## src/rtl/serial_cmp_pkg.sv

```systemverilog
// Shared definitions for the serial comparator controller.
//   state_e : FSM state encoding (IDLE/SCAN/DONE)
//   res_e   : 2-bit result code (EQ/GT/LT) for consumers that want a packed verdict
package serial_cmp_pkg;

    typedef enum logic [1:0] {
        ST_IDLE = 2'd0,
        ST_SCAN = 2'd1,
        ST_DONE = 2'd2
    } state_e;

    typedef enum logic [1:0] {
        RES_EQ = 2'd0,
        RES_GT = 2'd1,
        RES_LT = 2'd2
    } res_e;

endpackage

```

## src/rtl/comparator_1bit_struct.sv

```systemverilog
// Single-bit magnitude comparator slice.
// Ports:
//   a, b : input bits
//   gt   : a > b
//   lt   : a < b
//   eq   : a == b
module comparator_1bit_struct (
    input  logic a,
    input  logic b,
    output logic gt,
    output logic lt,
    output logic eq
);

    assign gt = a & ~b;
    assign lt = ~a & b;
    assign eq = ~(a ^ b);

endmodule

```

## src/rtl/serial_comparator_ctrl.sv

```systemverilog
// Serial unsigned comparator: steps one 1-bit slice MSB-first across two
// WIDTH-bit operands, one bit per clock, with a start/busy/done handshake.
// Results are registered and held until the next comparison's DONE cycle.
//
// Optional build macro SERIAL_CMP_EARLY_EXIT_EN: leave SCAN on the first
// differing bit instead of always scanning all WIDTH bits.
//
// Ports:
//   clk           : rising-edge clock
//   rst           : synchronous active-high reset
//   start         : request, sampled only in IDLE
//   a, b          : operands, latched when start is accepted
//   busy          : high in SCAN and DONE
//   done          : one-cycle pulse when results become valid
//   a_maior_que_b : registered A > B
//   a_menor_que_b : registered A < B
//   a_igual_b     : registered A == B
module serial_comparator_ctrl
    import serial_cmp_pkg::*;
#(
    parameter  int WIDTH = 8,
    localparam int IDX_W = $clog2(WIDTH)
) (
    input  logic             clk,
    input  logic             rst,
    input  logic             start,
    input  logic [WIDTH-1:0] a,
    input  logic [WIDTH-1:0] b,
    output logic             busy,
    output logic             done,
    output logic             a_maior_que_b,
    output logic             a_menor_que_b,
    output logic             a_igual_b
);

    state_e           state_q, state_d;
    logic [WIDTH-1:0] a_q, a_d;
    logic [WIDTH-1:0] b_q, b_d;
    logic [IDX_W-1:0] idx_q, idx_d;
    logic             decided_q, decided_d;
    logic             gt_q, gt_d;
    logic             lt_q, lt_d;
    logic             busy_q, busy_d;
    logic             done_q, done_d;
    logic             res_gt_q, res_gt_d;
    logic             res_lt_q, res_lt_d;
    logic             res_eq_q, res_eq_d;

    logic slice_gt, slice_lt, slice_eq;
    logic first_diff;

    comparator_1bit_struct u_slice (
        .a  (a_q[idx_q]),
        .b  (b_q[idx_q]),
        .gt (slice_gt),
        .lt (slice_lt),
        .eq (slice_eq)
    );

    // Only the most significant differing bit decides the verdict.
    assign first_diff = ~decided_q & ~slice_eq;

    always_comb begin
        state_d   = state_q;
        a_d       = a_q;
        b_d       = b_q;
        idx_d     = idx_q;
        decided_d = decided_q;
        gt_d      = gt_q;
        lt_d      = lt_q;
        res_gt_d  = res_gt_q;
        res_lt_d  = res_lt_q;
        res_eq_d  = res_eq_q;

        case (state_q)
            ST_IDLE: begin
                if (start) begin
                    a_d       = a;
                    b_d       = b;
                    idx_d     = IDX_W'(WIDTH - 1);
                    decided_d = 1'b0;
                    gt_d      = 1'b0;
                    lt_d      = 1'b0;
                    state_d   = ST_SCAN;
                end
            end
            ST_SCAN: begin
                if (first_diff) begin
                    decided_d = 1'b1;
                    gt_d      = slice_gt;
                    lt_d      = slice_lt;
                end
                if (idx_q == '0) begin
                    state_d = ST_DONE;
                end else begin
                    idx_d = idx_q - IDX_W'(1);
                end
`ifdef SERIAL_CMP_EARLY_EXIT_EN
                if (first_diff) begin
                    state_d = ST_DONE;
                end
`endif
            end
            ST_DONE: begin
                state_d = ST_IDLE;
            end
            default: begin
                state_d = ST_IDLE;
            end
        endcase

        // Outputs are registered: derive them from the next state so they
        // line up with the state they describe. Results load on entry to
        // DONE using the flags as updated by the final scanned bit.
        busy_d = (state_d != ST_IDLE);
        done_d = (state_d == ST_DONE);
        if (state_d == ST_DONE) begin
            res_gt_d = gt_d;
            res_lt_d = lt_d;
            res_eq_d = ~(gt_d | lt_d);
        end
    end

    always_ff @(posedge clk) begin
        if (rst) begin
            state_q   <= ST_IDLE;
            a_q       <= '0;
            b_q       <= '0;
            idx_q     <= '0;
            decided_q <= 1'b0;
            gt_q      <= 1'b0;
            lt_q      <= 1'b0;
            busy_q    <= 1'b0;
            done_q    <= 1'b0;
            res_gt_q  <= 1'b0;
            res_lt_q  <= 1'b0;
            res_eq_q  <= 1'b0;
        end else begin
            state_q   <= state_d;
            a_q       <= a_d;
            b_q       <= b_d;
            idx_q     <= idx_d;
            decided_q <= decided_d;
            gt_q      <= gt_d;
            lt_q      <= lt_d;
            busy_q    <= busy_d;
            done_q    <= done_d;
            res_gt_q  <= res_gt_d;
            res_lt_q  <= res_lt_d;
            res_eq_q  <= res_eq_d;
        end
    end

    assign busy          = busy_q;
    assign done          = done_q;
    assign a_maior_que_b = res_gt_q;
    assign a_menor_que_b = res_lt_q;
    assign a_igual_b     = res_eq_q;

endmodule

```

## config.mk

```make
export PLATFORM = sky130hd
export DESIGN_NAME = serial_comparator_ctrl
export DESIGN_NICKNAME = d
export VERILOG_FILES = /design/src/rtl/serial_cmp_pkg.sv /design/src/rtl/comparator_1bit_struct.sv /design/src/rtl/serial_comparator_ctrl.sv
export SDC_FILE = /design/constraint.sdc
export NUM_CORES = 1
export LEC_CHECK = 0
export BUFFER_PORTS_ARGS = -buffer_cell sky130_fd_sc_hd__buf_2
export CAP_MARGIN = 20
export CORE_ASPECT_RATIO = 0.6
export CORE_MARGIN = 2
export CORE_UTILIZATION = 48
export CTS_CLUSTER_DIAMETER = 100
export DETAILED_ROUTE_END_ITERATION = 7
export PLACE_DENSITY = 0.84
export SYNTH_ARGS = -nofsm -noshare
export SYNTH_HDL_FRONTEND = slang
export SYNTH_HIERARCHICAL = 1
export SYNTH_SLANG_ARGS = --single-unit
```

## constraint.sdc

```tcl
create_clock -name clk -period 2.37 [get_ports clk]
set_input_delay 0.237 -clock clk [delete_from_list [all_inputs] [get_ports clk]]
set_output_delay 0.237 -clock clk [all_outputs]
set_load 0.02 [all_outputs]
```

==> impl_table.tex <==
\begin{tabular}{lr}
\hline
Metric & Value \\
\hline
\multicolumn{2}{l}{\textbf{STA}} \\
RSZ-0062 raised after global routing & true \\
Clock period minus final worst setup slack & $\sim$2.3 ns \\
Headroom to the max-slew limit & 0.534 \\
Maximum achievable frequency & $\sim$0.43 GHz \\
Final setup violation count & 0 \\
Slew at the pin with the worst max-slew slack & about 0.7 ns \\
Max Clock Skew & approximately 0.011 ns \\
Hold Vio Cnt, Final & 0 \\
Max Transition Viols Final & 0 \\
Final worst path period share & 0.988 \\
Post-route setup slack & 0.0275 ns \\
\multicolumn{2}{l}{\textbf{Floorplan}} \\
Height of the die & $\sim$44 microns \\
Core footprint & 0.00254 sq mm \\
Die outline area & 0.00317 sq mm \\
Top-level I/O count & 24 \\
Overall die width & a little over 70 microns \\
Site row count & 14 \\
Starting utilization of the core area & 0.514 \\
\multicolumn{2}{l}{\textbf{Clocking}} \\
Buffer levels on the longest clock path & 2 \\
TritonCTS clock tree & built \\
Clock buffer count from CTS & 5 \\
Buffer count from post-CTS setup fixing & 0 \\
CTS H-tree depth & 2 \\
Clock Pin Slew Worst Setup and Hold Paths & 0.07 ns \\
Clk sinks & 29 \\
Master cell of the clock root buffer & clkbuf\_8 \\
Clock latency reported for the late side of the worst-skew pair & a little under 0.3 ns \\
\multicolumn{2}{l}{\textbf{Detailed routing}} \\
Post-DR vias/cell & roughly 5.5 \\
Routed length on met1 & between 1000 and 1500 microns \\
Total wirelength of the detailed-routed design & roughly 3000 microns \\
Number of design-rule violations left by the first detailed-router iteration & between 100 and 150 \\
Drc violations & 0 \\
TritonRoute pass-1 iters & 4 \\
Number of nets still failing antenna checks after routing & 0 \\
Routed wirelength normalized by instance count & 15.3 microns \\
Highest routed layer & met4 \\
Amount of wire on met2 after detailed routing & 1380 microns \\
Wire length on met3 & around 210 microns \\
Overall via count from detail\_route & roughly 1100 \\
\multicolumn{2}{l}{\textbf{Setup path}} \\
CP Launch Point & idx\_q[0]\$\_SDFFE\_PP0P\_ \\
Sort of element at the start of the critical path & register \\
Count of cells along the worst register-to-register path & 7 \\
Sequence of cells on the critical path & mux4\_2 > mux2\_4 > inv\_2 > ha\_4 > or4b\_4 > nand3\_4 > a311oi\_1 \\
Critical path capture point type & register \\
Slowest CP cell & or4b\_4 \\
Largest incremental delay on the critical path & approximately 0.52 ns \\
Critical R2R Launch & idx\_q[0]\$\_SDFFE\_PP0P\_ \\
Reg-to-Reg End & a\_menor\_que\_b\$\_SDFFE\_PP0N\_ \\
Critical Path Sink & a\_menor\_que\_b\$\_SDFFE\_PP0N\_ \\
Critical Path Fanout Max & 5 \\
Critical path class & register to register \\
Data required time at the worst endpoint & 2.52 ns \\
Data arrival time of the worst path & approximately 2.5 ns \\
R2R Setup Slk & around 0.028 ns \\
\multicolumn{2}{l}{\textbf{GRT}} \\
Number of antenna violations at the first check in global routing & 0 \\
Via count of the first global-routing pass & $\sim$1000 \\
Pin count of the biggest net entering global routing & 31 \\
Global route total overflow & 0 \\
Global routing usage summed across all routing layers & 0.212 \\
Global-route wire length before repair & between 4000 and 5000 microns \\
\multicolumn{2}{l}{\textbf{Placed design}} \\
\# placed instances & between 150 and 200 \\
Worst slack, placed & -0.185 ns \\
Count of buffers inserted at the top-level ports & 23 \\
Routability congestion estimate from global placement & $\sim$0.75 \\
Placed wire-length estimate after detailed placement & roughly 2000 microns \\
\multicolumn{2}{l}{\textbf{Finish}} \\
Register cell area after layout & between 500 and 600 sq um \\
Number of nets in the finished design & 189 \\
Antenna fix cells & 0 \\
Most frequent cells in the layout & nand2\_1 (34), dfxtp\_1 (28), buf\_2 (23) \\
Finished Layout Cells & 199 \\
Fraction of final layout cells sized beyond drive strength 1 & 0.311 \\
Area added between synthesis and finish & 21.4\% \\
Footprint of the multi-input gates & approximately 670 sq um \\
Filler cell count & 227 \\
Most frequent standard cell in the layout excluding fill and tap cells & nand2\_1 \\
\multicolumn{2}{l}{\textbf{Synthesis}} \\
Post-synthesis register bit count & 29 \\
Count of distinct cell types in the synthesized netlist & 29 \\
Mapped Cells & 140 \\
Cell area after synthesis & 0.00131 sq mm \\
Nets in the synthesized netlist & $\sim$160 \\
Yosys top cell area share & 0.444 \\
Post-synthesis cell type with the largest combined area & dfxtp\_1 \\
Post-synthesis sequential area ratio & 0.444 \\
Number of warnings printed during yosys synthesis & 6 \\
Mean cell area of the mapped netlist & around 9.3 sq um \\
Dominant cells by area after synthesis & dfxtp\_1 (44\%), nand2\_1 (9.8\%), a21oi\_1 (8.0\%), mux4\_1 (8.0\%), ha\_1 (3.8\%) \\
\multicolumn{2}{l}{\textbf{Power}} \\
Fraction of power spent switching nets & 0.264 \\
P\_leak & around 0.64 nW \\
Clock power frac & 0.394 \\
Worst vdd rail ir drop & a little over 400 uV \\
Share of total power in combinational logic & 0.186 \\
P\_sw & roughly 0.35 mW \\
Sequential group share of total power & 0.420 \\
Power Density & roughly 850 mW/mm\^{}2 \\
Int Pwr & between 0.9 and 1 mW \\
\multicolumn{2}{l}{\textbf{Run}} \\
Max-cap violations & 0 \\
\multicolumn{2}{l}{\textbf{Hold path}} \\
Class of the tightest hold or removal check & input port to register \\
\multicolumn{2}{l}{\textbf{Outcome}} \\
Result of the run & finished, final reports clean \\
\hline
\end{tabular}
sequential cells by signal, summed over array words and instances, names as in the netlist:
signal         flops
a_igual_b          1
a_maior_que_b      1
a_menor_que_b      1
a_q                8
b_q                8
busy               1
decided_q          1
done               1
gt_q               1
idx_q              3
lt_q               1
state_q            2
worst min path at each step:
| stage | start | end | slack, ns | cells after the start |
|---|---|---|---|---|
| 2_1_floorplan | a[0] | a_q[0]$_SDFFE_PP0P_ | 0.37 | 2 |
| 5_1_grt | a[0] | a_q[0]$_SDFFE_PP0P_ | 0.19 | 3 |
| 3_5_place_dp | a_q[7]$_SDFFE_PP0P_ | a_q[7]$_SDFFE_PP0P_ | 0.45 | 2 |
| 6_report | a[0] | a_q[0]$_SDFFE_PP0P_ | 0.18 | 3 |
| 4_1_cts | a[0] | a_q[0]$_SDFFE_PP0P_ | 0.18 | 3 |
| 3_3_place_gp | a_q[5]$_SDFFE_PP0P_ | a_q[5]$_SDFFE_PP0P_ | 0.44 | 2 |
power by group through the flow:
stage	Combinational, mW	Clock [mW]	Sequential, mW
finish	0.250	0.529	0.565
global route	0.271	0.560	0.571
CTS	0.232	0.536	0.562
detailed placement	0.218	0	0.570
global placement	0.204	0	0.566
floorplan	0.159	0	0.566
layout make-up:
cell class | instances | area share
clock buffer | 7 | 0.0545
tap | 32 | 0.0253
multi-input combinational | 97 | 0.425
timing repair buffer | 28 | 0.0963
inverter | 5 | 0.0118
sequential | 29 | 0.369
clock inverter | 1 | 0.0189
cells by family after synthesis:
kind of cell	after synthesis	share of synthesized area
AOI/OAI and AO/OA	31	0.140
adders and majority gates	4	0.0383
buffers and inverters	14	0.0670
DFF	29	0.444
muxes	6	0.0977
and+or+nand+nor	56	0.213
metrics by stage:
stage,util,hold WS (ns),total power [mW],setup TNS [ns],cell area [sq um]
4_1_cts,0.616,0.177,1.33,0,1560
3_5_place_dp,0.563,0.448,0.788,-0.725,1430
2_1_floorplan,-,0.373,0.725,0,1310
3_3_place_gp,0.563,0.443,0.769,-0.115,1430
6_report,0.624,0.182,1.34,0,1590
5_1_grt,0.624,0.194,1.40,-0.0250,1590
Yosys cell counts, drive strengths merged:
cell type	count
nand3	2
a211oi	1
mux2	2
or3b	1
and4bb	1
nor3b	1
a21oi	21
o31ai	1
clkbuf	2
buf	7
inv	5
nand2	34
a31o	1
nand2b	2
nor2	7
and3	1
ha	4
mux4	4
nor3	2
nor2b	3
a311oi	4
nor4b	1
dfxtp	29
o21ai	2
o32ai	1
or4b	1
worst max-delay path, delay by kind of cell, from the launching register on:
kind,cells,cell delay (ns)
multiplexers,2,0.81
buffers and inverters,1,0.07
flip-flops,1,0.39
AO/OA/AOI/OAI,1,0.10
AND/OR/NAND/NOR,2,0.62
adder cells (fa/ha/maj),1,0.22
what timing repair did:
action,in CTS,in global routing
pin swaps,0,1
setup endpoints to repair,5,5
hold buffers,0,0
gates resized for setup,7,8
endpoints found under the hold margin,0,0
per-layer routing:
metal	track usage	up-vias
li1	-	532
met3	0.0911	6
met2	0.335	35
met4	0.0566	0
met1	0.269	515
met5	0	-
Note: power is estimated with default switching activity, not from simulation.
